$ cat config.mk
export PLATFORM = sky130hd
export DESIGN_NAME = instr_encode_loader_flat
export DESIGN_NICKNAME = d
export VERILOG_FILES = /design/src/rtl/instr_encode_loader_if.sv /design/src/rtl/instr_encode_loader.sv /design/src/flat_wrapper.sv
export SDC_FILE = /design/constraint.sdc
export NUM_CORES = 1
export LEC_CHECK = 0
export ABC_AREA = 1
export ABC_CLOCK_PERIOD_IN_PS = 1900
export CAP_MARGIN = 20
export CORE_MARGIN = 4
export CORE_UTILIZATION = 40
export CTS_CLUSTER_SIZE = 20
export DETAILED_ROUTE_END_ITERATION = 16
export GPL_TIMING_DRIVEN = 0
export PLACE_DENSITY = 0.68
export SLEW_MARGIN = 20
export SYNTH_ARGS = -nofsm -noshare
export SYNTH_HDL_FRONTEND = slang
export SYNTH_SLANG_ARGS = --single-unit
$ cat constraint.sdc
create_clock -name clk -period 1.9 [get_ports clk]
set_input_delay 0.38 -clock clk [delete_from_list [all_inputs] [get_ports clk]]
set_output_delay 0.38 -clock clk [all_outputs]
set_load 0.02 [all_outputs]
$ cat src/rtl/instr_encode_loader_if.sv
// Descriptor-in and instruction-memory-write bundle for instr_encode_loader.
// slave is the loader's view; master is the producer/memory side.
interface instr_encode_loader_if;
    logic        in_valid;
    logic        in_ready;
    logic [3:0]  op;
    logic [4:0]  rd;
    logic [4:0]  rn;
    logic [4:0]  rm;
    logic [25:0] imm;
    logic        imem_wr_en;
    logic [63:0] imem_addr;
    logic [31:0] imem_wdata;
    logic        imem_ready;

    modport slave (
        input  in_valid, op, rd, rn, rm, imm, imem_ready,
        output in_ready, imem_wr_en, imem_addr, imem_wdata
    );

    modport master (
        output in_valid, op, rd, rn, rm, imm, imem_ready,
        input  in_ready, imem_wr_en, imem_addr, imem_wdata
    );
endinterface

$ cat src/rtl/instr_encode_loader.sv
// Encodes instruction descriptors into 32-bit words and writes them to
// instruction memory, followed by PAD_WORDS NOPs.
//
// state       | meaning
// S_IDLE      | waiting for start
// S_LOAD      | in_ready=1, waiting for a descriptor
// S_WRITE     | encoded word on the write port until imem_ready
// S_PAD       | one cycle to stage the NOP word and pad counter
// S_PAD_WRITE | NOP on the write port, one per imem_ready
// S_DONE      | done=1; start restarts like S_IDLE
module instr_encode_loader #(
    parameter int PAD_WORDS = 4
) (
    input  logic                  clk,
    input  logic                  reset,
    input  logic                  start,
    input  logic [63:0]           base_addr,
    input  logic [7:0]            len,
    instr_encode_loader_if.slave  bus,
    output logic                  done,
    output logic                  err_op,
    output logic                  err_range
);
    localparam logic [31:0] NOP_WORD = 32'h910003FF;
    localparam int          PCW      = $clog2(PAD_WORDS + 2);

    typedef enum logic [2:0] {
        S_IDLE, S_LOAD, S_WRITE, S_PAD, S_PAD_WRITE, S_DONE
    } state_t;

    state_t         state, state_nxt;
    logic [63:0]    addr_q;
    logic [31:0]    wdata_q;
    logic [7:0]     remain_q;
    logic [PCW-1:0] pad_q;
    logic [31:0]    enc_word;
    logic           enc_err_op;
    logic           enc_err_range;

    assign bus.imem_addr  = addr_q;
    assign bus.imem_wdata = wdata_q;

    // Signed range checks: all bits above the field must equal its sign bit.
    always_comb begin
        enc_word      = NOP_WORD;
        enc_err_op    = 1'b0;
        enc_err_range = 1'b0;
        case (bus.op)
            4'd0: enc_word = {6'b000101, bus.imm};
            4'd1: begin
                enc_word      = {10'b1001000100, bus.imm[11:0], bus.rn, bus.rd};
                enc_err_range = |bus.imm[25:12];
            end
            4'd2: enc_word = {11'b10101011000, bus.rm, 6'b000000, bus.rn, bus.rd};
            4'd3: enc_word = {11'b11101011000, bus.rm, 6'b000000, bus.rn, bus.rd};
            4'd4: begin
                enc_word      = {8'b01010100, bus.imm[18:0], 5'b01011};
                enc_err_range = !((&bus.imm[25:18]) || !(|bus.imm[25:18]));
            end
            4'd5: begin
                enc_word      = {8'b10110100, bus.imm[18:0], bus.rd};
                enc_err_range = !((&bus.imm[25:18]) || !(|bus.imm[25:18]));
            end
            4'd6: begin
                enc_word      = {11'b11111000010, bus.imm[8:0], 2'b00, bus.rn, bus.rd};
                enc_err_range = !((&bus.imm[25:8]) || !(|bus.imm[25:8]));
            end
            4'd7: begin
                enc_word      = {11'b11111000000, bus.imm[8:0], 2'b00, bus.rn, bus.rd};
                enc_err_range = !((&bus.imm[25:8]) || !(|bus.imm[25:8]));
            end
            4'd8: begin
                enc_word      = {11'b11010011011, 5'b00000, bus.imm[5:0], bus.rn, bus.rd};
                enc_err_range = |bus.imm[25:6];
            end
            4'd9: begin
                enc_word      = {11'b11010011010, 5'b00000, bus.imm[5:0], bus.rn, bus.rd};
                enc_err_range = |bus.imm[25:6];
            end
            4'd10: enc_word = {11'b10011011000, bus.rm, 6'b011111, bus.rn, bus.rd};
            4'd11: enc_word = NOP_WORD;
            default: enc_err_op = 1'b1;
        endcase
    end

    always_ff @(posedge clk or negedge reset) begin
        if (!reset) state <= S_IDLE;
        else        state <= state_nxt;
    end

    always_comb begin
        state_nxt = state;
        case (state)
            S_IDLE, S_DONE: if (start) state_nxt = (len == 8'd0) ? S_PAD : S_LOAD;
            S_LOAD:         if (bus.in_valid) state_nxt = S_WRITE;
            S_WRITE:        if (bus.imem_ready) state_nxt = (remain_q == 8'd1) ? S_PAD : S_LOAD;
            S_PAD:          state_nxt = (PAD_WORDS == 0) ? S_DONE : S_PAD_WRITE;
            S_PAD_WRITE:    if (bus.imem_ready && pad_q == PCW'(1)) state_nxt = S_DONE;
            default:        state_nxt = S_IDLE;
        endcase
    end

    always_comb begin
        bus.in_ready   = (state == S_LOAD);
        bus.imem_wr_en = (state == S_WRITE) || (state == S_PAD_WRITE);
        done           = (state == S_DONE);
    end

    // remain_q counts down the instructions still to be written.
    always_ff @(posedge clk or negedge reset) begin
        if (!reset) begin
            addr_q    <= '0;
            wdata_q   <= '0;
            remain_q  <= '0;
            pad_q     <= '0;
            err_op    <= 1'b0;
            err_range <= 1'b0;
        end else begin
            case (state)
                S_IDLE, S_DONE: begin
                    if (start) begin
                        addr_q    <= base_addr;
                        remain_q  <= len;
                        err_op    <= 1'b0;
                        err_range <= 1'b0;
                    end
                end
                S_LOAD: begin
                    if (bus.in_valid) begin
                        wdata_q   <= enc_word;
                        err_op    <= err_op | enc_err_op;
                        err_range <= err_range | enc_err_range;
                    end
                end
                S_WRITE: begin
                    if (bus.imem_ready) begin
                        addr_q   <= addr_q + 64'd4;
                        remain_q <= remain_q - 8'd1;
                    end
                end
                S_PAD: begin
                    wdata_q <= NOP_WORD;
                    pad_q   <= PCW'(PAD_WORDS);
                end
                S_PAD_WRITE: begin
                    if (bus.imem_ready) begin
                        addr_q <= addr_q + 64'd4;
                        pad_q  <= pad_q - PCW'(1);
                    end
                end
                default: ;
            endcase
        end
    end
endmodule

$ cat src/flat_wrapper.sv
// flat-port wrapper written by rule: the top's interface ports become plain ports
module instr_encode_loader_flat 
#(
    parameter int PAD_WORDS = 4
)
  (clk, reset, start, base_addr, len, done, err_op, err_range, bus_in_valid, bus_op, bus_rd, bus_rn, bus_rm, bus_imm, bus_imem_ready, bus_in_ready, bus_imem_wr_en, bus_imem_addr, bus_imem_wdata);
  instr_encode_loader_if bus_i ();
  input  logic clk;
  input  logic reset;
  input  logic start;
  input  logic [63:0] base_addr;
  input  logic [7:0] len;
  output logic done;
  output logic err_op;
  output logic err_range;
  input wire logic [$bits(bus_i.in_valid)-1:0] bus_in_valid;
  input wire logic [$bits(bus_i.op)-1:0] bus_op;
  input wire logic [$bits(bus_i.rd)-1:0] bus_rd;
  input wire logic [$bits(bus_i.rn)-1:0] bus_rn;
  input wire logic [$bits(bus_i.rm)-1:0] bus_rm;
  input wire logic [$bits(bus_i.imm)-1:0] bus_imm;
  input wire logic [$bits(bus_i.imem_ready)-1:0] bus_imem_ready;
  output wire logic [$bits(bus_i.in_ready)-1:0] bus_in_ready;
  output wire logic [$bits(bus_i.imem_wr_en)-1:0] bus_imem_wr_en;
  output wire logic [$bits(bus_i.imem_addr)-1:0] bus_imem_addr;
  output wire logic [$bits(bus_i.imem_wdata)-1:0] bus_imem_wdata;
  assign bus_i.in_valid = bus_in_valid;
  assign bus_i.op = bus_op;
  assign bus_i.rd = bus_rd;
  assign bus_i.rn = bus_rn;
  assign bus_i.rm = bus_rm;
  assign bus_i.imm = bus_imm;
  assign bus_i.imem_ready = bus_imem_ready;
  assign bus_in_ready = bus_i.in_ready;
  assign bus_imem_wr_en = bus_i.imem_wr_en;
  assign bus_imem_addr = bus_i.imem_addr;
  assign bus_imem_wdata = bus_i.imem_wdata;
  instr_encode_loader #(.PAD_WORDS(PAD_WORDS)) u_core (.clk(clk), .reset(reset), .start(start), .base_addr(base_addr), .len(len), .bus(bus_i), .done(done), .err_op(err_op), .err_range(err_range));
endmodule
# Word level (Yosys, flattened, before mapping)
# Cells that the tools add are included.
word_totals:
  ff_bits: 112
  latchBits: 0
  ramBits: 0
  mem_bits_ro: 0
  elab_cells: 95
  memories: 0
op_classes:
  add_sub_neg: 3
  mul: 0
  div_mod_pow: 0
  magnitude_cmp: 0
  eq_ne: 24
  shifts: 0
  mux: 25
  bitwise_logic: 2
  n_reduce_logical: 34
ops:
  columns: ["operator", "count"]
  rows:
  - ["32-bit case mux with 11 select lines", 1]
  - ["64-bit 2-to-1 mux", 2]
  - ["64-bit case mux with 2 select lines", 1]
  - ["64-bit by 3-bit adder with 64-bit output, second input constant", 1]
  - ["32-bit case mux with 2 select lines", 1]
  - ["32-bit 2-to-1 mux", 1]
  - ["20-bit OR reduction", 1]
  - ["18-bit AND reduction", 1]
  - ["18-bit OR reduction", 1]
  - ["4-bit by 3-bit equality test with 1-bit output, second input constant", 4]
  - ["4-bit equality test, second input constant", 4]
  - ["8-bit 2-to-1 mux", 2]
  - ["8-bit case mux with 2 select lines", 1]
  - ["3-bit 2-to-1 mux", 5]
  - ["3-bit case mux with 5 select lines", 1]
  - ["14-bit OR reduction", 1]
  - ["12-bit OR reduction", 1]
  - ["2-bit nonzero test", 5]
  - ["2-bit OR reduction", 5]
  - ["3-bit AND reduction", 3]
  - ["4-bit by 2-bit equality test with 1-bit output, second input constant", 2]
  - ["8-bit by 1-bit equality test with 1-bit output, second input constant", 1]
  - ["8-bit logical NOT", 1]
  - ["2-bit inequality test, second input constant", 4]
  - ["22 further kinds", 38]

# Longest topological paths before layout
depth:
  ltp_word: 8
  depth_mapped: 13
  ltp_nobuf: 13

# Least setup slack after synthesis
# No wires, ideal clock.
synth_timing:
  path_type: "reg2reg"
  from: "register u_core.addr_q[2] (netlist: u_core.bus.imem_addr[2])"
  to: "register u_core.addr_q[60] (netlist: u_core.bus.imem_addr[60])"
  arrival_time_ns: 1.696
  required_ns: 1.783
  setup_slack_ns: 0.087
  stages_incl_launch_ff: 13
  n_path_buf: 0
  cell_sequence: "dfrtp_1 ha_1 nand2_1 nor2_4 nand2_1 nor2_2 inv_1 nor2_4 nand2_1 nand2_1 nand3_1 nand2_1 nand2_1"
synth_between:
  elab_chain_cells: 3
synth_lines:
  columns: ["item", "line_no", "source"]
  rows:
  - ["start: declaration", "instr_encode_loader.sv:32", "logic [63:0] addr_q;"]
  - ["start signal: assignment", "instr_encode_loader.sv:122", "addr_q <= base_addr;"]
  - ["start signal: assignment", "instr_encode_loader.sv:137", "addr_q <= addr_q + 64'd4;"]
  - ["start signal: assignment", "instr_encode_loader.sv:147", "addr_q <= addr_q + 64'd4;"]
  - ["64-bit by 3-bit adder with 64-bit output", "instr_encode_loader.sv:137, instr_encode_loader.sv:147", null]
  - ["64-bit 2-to-1 mux", "instr_encode_loader.sv:136, instr_encode_loader.sv:146", null]
  - ["64-bit case mux with 2 select lines", "instr_encode_loader.sv:119", "case (state)"]
# No other way between the ends. The select of a mux whose other input is x is not followed.
# A chain may end at the register's enable or synchronous reset.

# Worst setup path in the final report
layout_timing:
  from: "register u_core.state[1]"
  to: "output bus_imem_wr_en"
layout_between:
  elab_chain_cells: 2
  word_cells_on_any_way: 3
  classes_between: "eq/ne (2); reduce/logical (1)"
layout_lines:
  columns: ["item", "line_no", "source"]
  rows:
  - ["start: declaration", "instr_encode_loader.sv:31", "state_t state, state_nxt;"]
  - ["start signal: assignment", "instr_encode_loader.sv:88", "else state <= state_nxt;"]
  - ["3-bit by 2-bit equality test with 1-bit output / 3-bit equality test (equally long branches)", "instr_encode_loader.sv:105", "bus.imem_wr_en = (state == S_WRITE) || (state == S_PAD_WRITE);"]
  - ["1-bit logical OR *", "instr_encode_loader.sv:105", null]
  - ["end: declaration", "flat_wrapper.sv:24", "output wire logic [$bits(bus_i.imem_wr_en)-1:0] bus_imem_wr_en;"]
# Every way passes the cells marked *; elsewhere a longest branch is shown, timed or not.

==> impl_metrics.ini <==
[critical_path]
path_cells = buf_6 -> nand3_4 -> nand2_8 -> buf_12 -> buf_12 -> buf_8
reg2reg_depth = 9
ff2ff_setup_slack_ns = 0.07
path_buf_inv = 4
r2r_start = u_core.state[0]$_DFFE_PN0P_
cpPeakStageDelay_ns = 0.46
crit_family = buffers and inverters
cpMostUsedCell = buf_12
endpoint_kind = primary output
cp_max_fo = 10
start_kind = flop
cp.required_ns = 1.52
timing.rr.end = u_core.bus.imem_addr[5]$_DFFE_PN0P_
worstPathArrival_ns = 1.56
cpMaxStageDelayCell = dfrtp_2
critical_path_class = reg -> out

[global_route]
grtUsageTotal = 0.297
grt_max_degree = 42
grt_pass1_wl_mm = 54.2
grt.overflow.total = 0
antenna_found_initial = 5
grt_pass1_vias = 9489

[worst_hold_path]
holdPathEnd = u_core.err_op$_DFFE_PN0P_
holdCritStartpoint = bus_op[3]
hp-class = in -> reg
whs_path_depth = 3

[flow_run]
maxCapViolCount = 0

[cts]
cts_num_sinks = 112
clk_latency_ns = 0.37
htree_levels = 3
cts_made_buffers = 9
clock-root-buffer = clkbuf_16
clockBufferDepth = 2
cts_tree = built
path_clk_slew_ns = 0.09

[synth]
syn_nets = 1460
synth.largest_area_cell = dfrtp_1
netlist_area_um2 = 8340
synth_seq_cells = 112
synth-main-ff-cell = dfrtp_1
synth_edf_count = 0
synth.top_cell.area_share = 0.336
post_synth.cell_area_avg_um2 = 6.25
synthCells = 1333
synth.distinct_cells = 47
yosys_warnings = 0
yosysSeqAreaShare = 0.336
synthArstFlopShare = 1.00
synth_area_leaders = dfrtp_1 34%, nand2_1 20%, nor2_1 11%

[place]
place.gp.congestion = 0.970
dp.cells = 1827
post-dp-hpwl_mm = 27.9
io_buffers = 222

[timing]
timing.final.crit_period_ns = 1.94
worst_pin_slew_ns = 0.999
hold_viol = 0
layout_setup_ws_ns = -0.0353
whs_ns = 0.386
clock_skew_ns = 0.0124
slew_headroom = 0.327
rsz0062_at_grt = yes
final_max_slew_viol_count = 0
fin_crit_sh = 1.02
setup_viol = 1
fmax_mhz = 517

[cells_and_area]
final_cells = 1872
area_growth_pct = 43.0
drive_above_1_share = 0.136
layout_common_cells = 432 x nand2_1, 213 x nor2_1, 190 x clkdlybuf4s50_1, 121 x inv_1, 79 x dfrtp_1
utilization = 0.585
nets = 1722
final_common_cell = nand2_1

[pwr]
power_leakage_nw = 5.37
powerDensity_nw_per_um2 = 1540
ir_drop_uv = 715

[floorplan]
die_h_um = 152
die-width_um = 152
row_count = 52
initial_core_util = 0.409
io_pins = 223
dieArea_um2 = 23200
core_um2 = 20400

[detailed_routing]
post_drt_wl_per_cell_um = 19.1
wl_mm = 35.8
vias_per_cell = 5.26
initialDrtViolationCount = 798
vias = 9847
firstDrtPassIters = 5
drcViolationCount = 0
postRouteAntennaNets = 0

[status]
failed_checks = setup timing
status = finished, violations left
==> repair_timing <==
item	CTS	global route
hold endpoints to repair	33	0
resized for setup	71	126
setup buffers	8	19
hold buffers	1	0
endpoints found under the setup margin	69	110
pin swaps	4	10
==> layer usage <==
layer,part of all wire,track usage
met2,0.46,0.488
met1,0.42,0.376
met4,0.046,0.125
met5,0.0011,0
met3,0.073,0.0690
==> where the power goes <==
part	switching (W)	total, W	internal [W]	leakage [nW]
Combinational	0.00662	0.0111	0.00451	3.90
Sequential	0.00159	0.00522	0.00363	1.32
Clock	0.00111	0.00207	0.000955	0.151
Total	0.00932	0.0184	0.00910	5.37
==> final cells by class <==
type	instances	area, µm²
repair buffers	252	2500
fillers	2071	8440
inverters	137	531
diodes	2	5.00
well taps	270	338
plain buffers	35	293
multi-input cells	1048	5100
clock buffers	9	225
clock inverters	7	86.3
flip-flops and latches	112	2840
==> stage by stage <==
stage	power (W)	TNS [ns]	cell area, µm²	setup WS (ns)
final	0.0184	-0.0353	11900	-0.0353
after global routing	0.0197	-0.261	11900	-0.0853
after CTS	0.0177	-0.245	11500	-0.245
after detailed placement	0.0154	-18.21	10900	-0.711
after global placement	0.0152	-501.33	10900	-4.33
after floorplan	0.0107	0	8340	0.0875
==> cells by family (layout without fill, tap and decap cells) <==
kind of cell	count (synthesis)	count (layout)	share of synthesized area
flip-flops	112	112	0.336
AND/OR/NAND/NOR	841	841	0.421
buffers and inverters	173	440	0.0887
XOR/XNOR	18	18	0.0189
AO/OA/AOI/OAI	184	184	0.127
adder cells (fa/ha/maj)	5	5	0.00750
other	0	2	0
==> registers in the layout (all words and copies together) (netlist names) <==
| signal | flops |
|---|---|
| u_core.err_op | 1 |
| u_core.err_range | 1 |
| u_core.remain_q | 8 |
| u_core.bus.imem_addr | 64 |
| u_core.state | 3 |
| u_core.bus.imem_wdata | 32 |
| u_core.pad_q | 3 |
==> Yosys cell counts, types with 7 or more instances <==
cell type  number
nand2_1       443
nor2_1        244
inv_1         126
dfrtp_1       112
o21ai_0        81
nand3_1        73
a21oi_1        40
buf_2          22
nand4_1        21
nand3b_1       12
o211ai_1       10
xnor2_1        10
nor3_1          9
o22ai_1         9
a21oi_2         8
nand2_2         8
nor2_2          8
o21ai_1         8
xor2_1          8
inv_2           7
==> how the worst max path moves through the flow <==
stage	start	to	slack [ns]	cells after the start
after floorplan	u_core.bus.imem_addr[2]$_DFFE_PN0P_	u_core.bus.imem_addr[60]$_DFFE_PN0P_	0.09	12
after global placement	reset	u_core.bus.imem_wdata[17]$_DFFE_PN0P_	-4.33	1
after detailed placement	u_core.state[2]$_DFFE_PN0P_	bus_imem_wr_en	-0.71	7
after CTS	u_core.state[1]$_DFFE_PN0P_	bus_imem_wr_en	-0.25	7
after global routing	u_core.bus.imem_addr[10]$_DFFE_PN0P_	u_core.bus.imem_addr[58]$_DFFE_PN0P_	-0.09	9
final	u_core.state[1]$_DFFE_PN0P_	bus_imem_wr_en	-0.04	6
==> worst min-delay path: stages <==
cell and delay (ns):
dlymetal6s2s_1 0.17, nand3_1 0.11, a21oi_1 0.06
No activity file was read; power rests on OpenSTA's default activity.
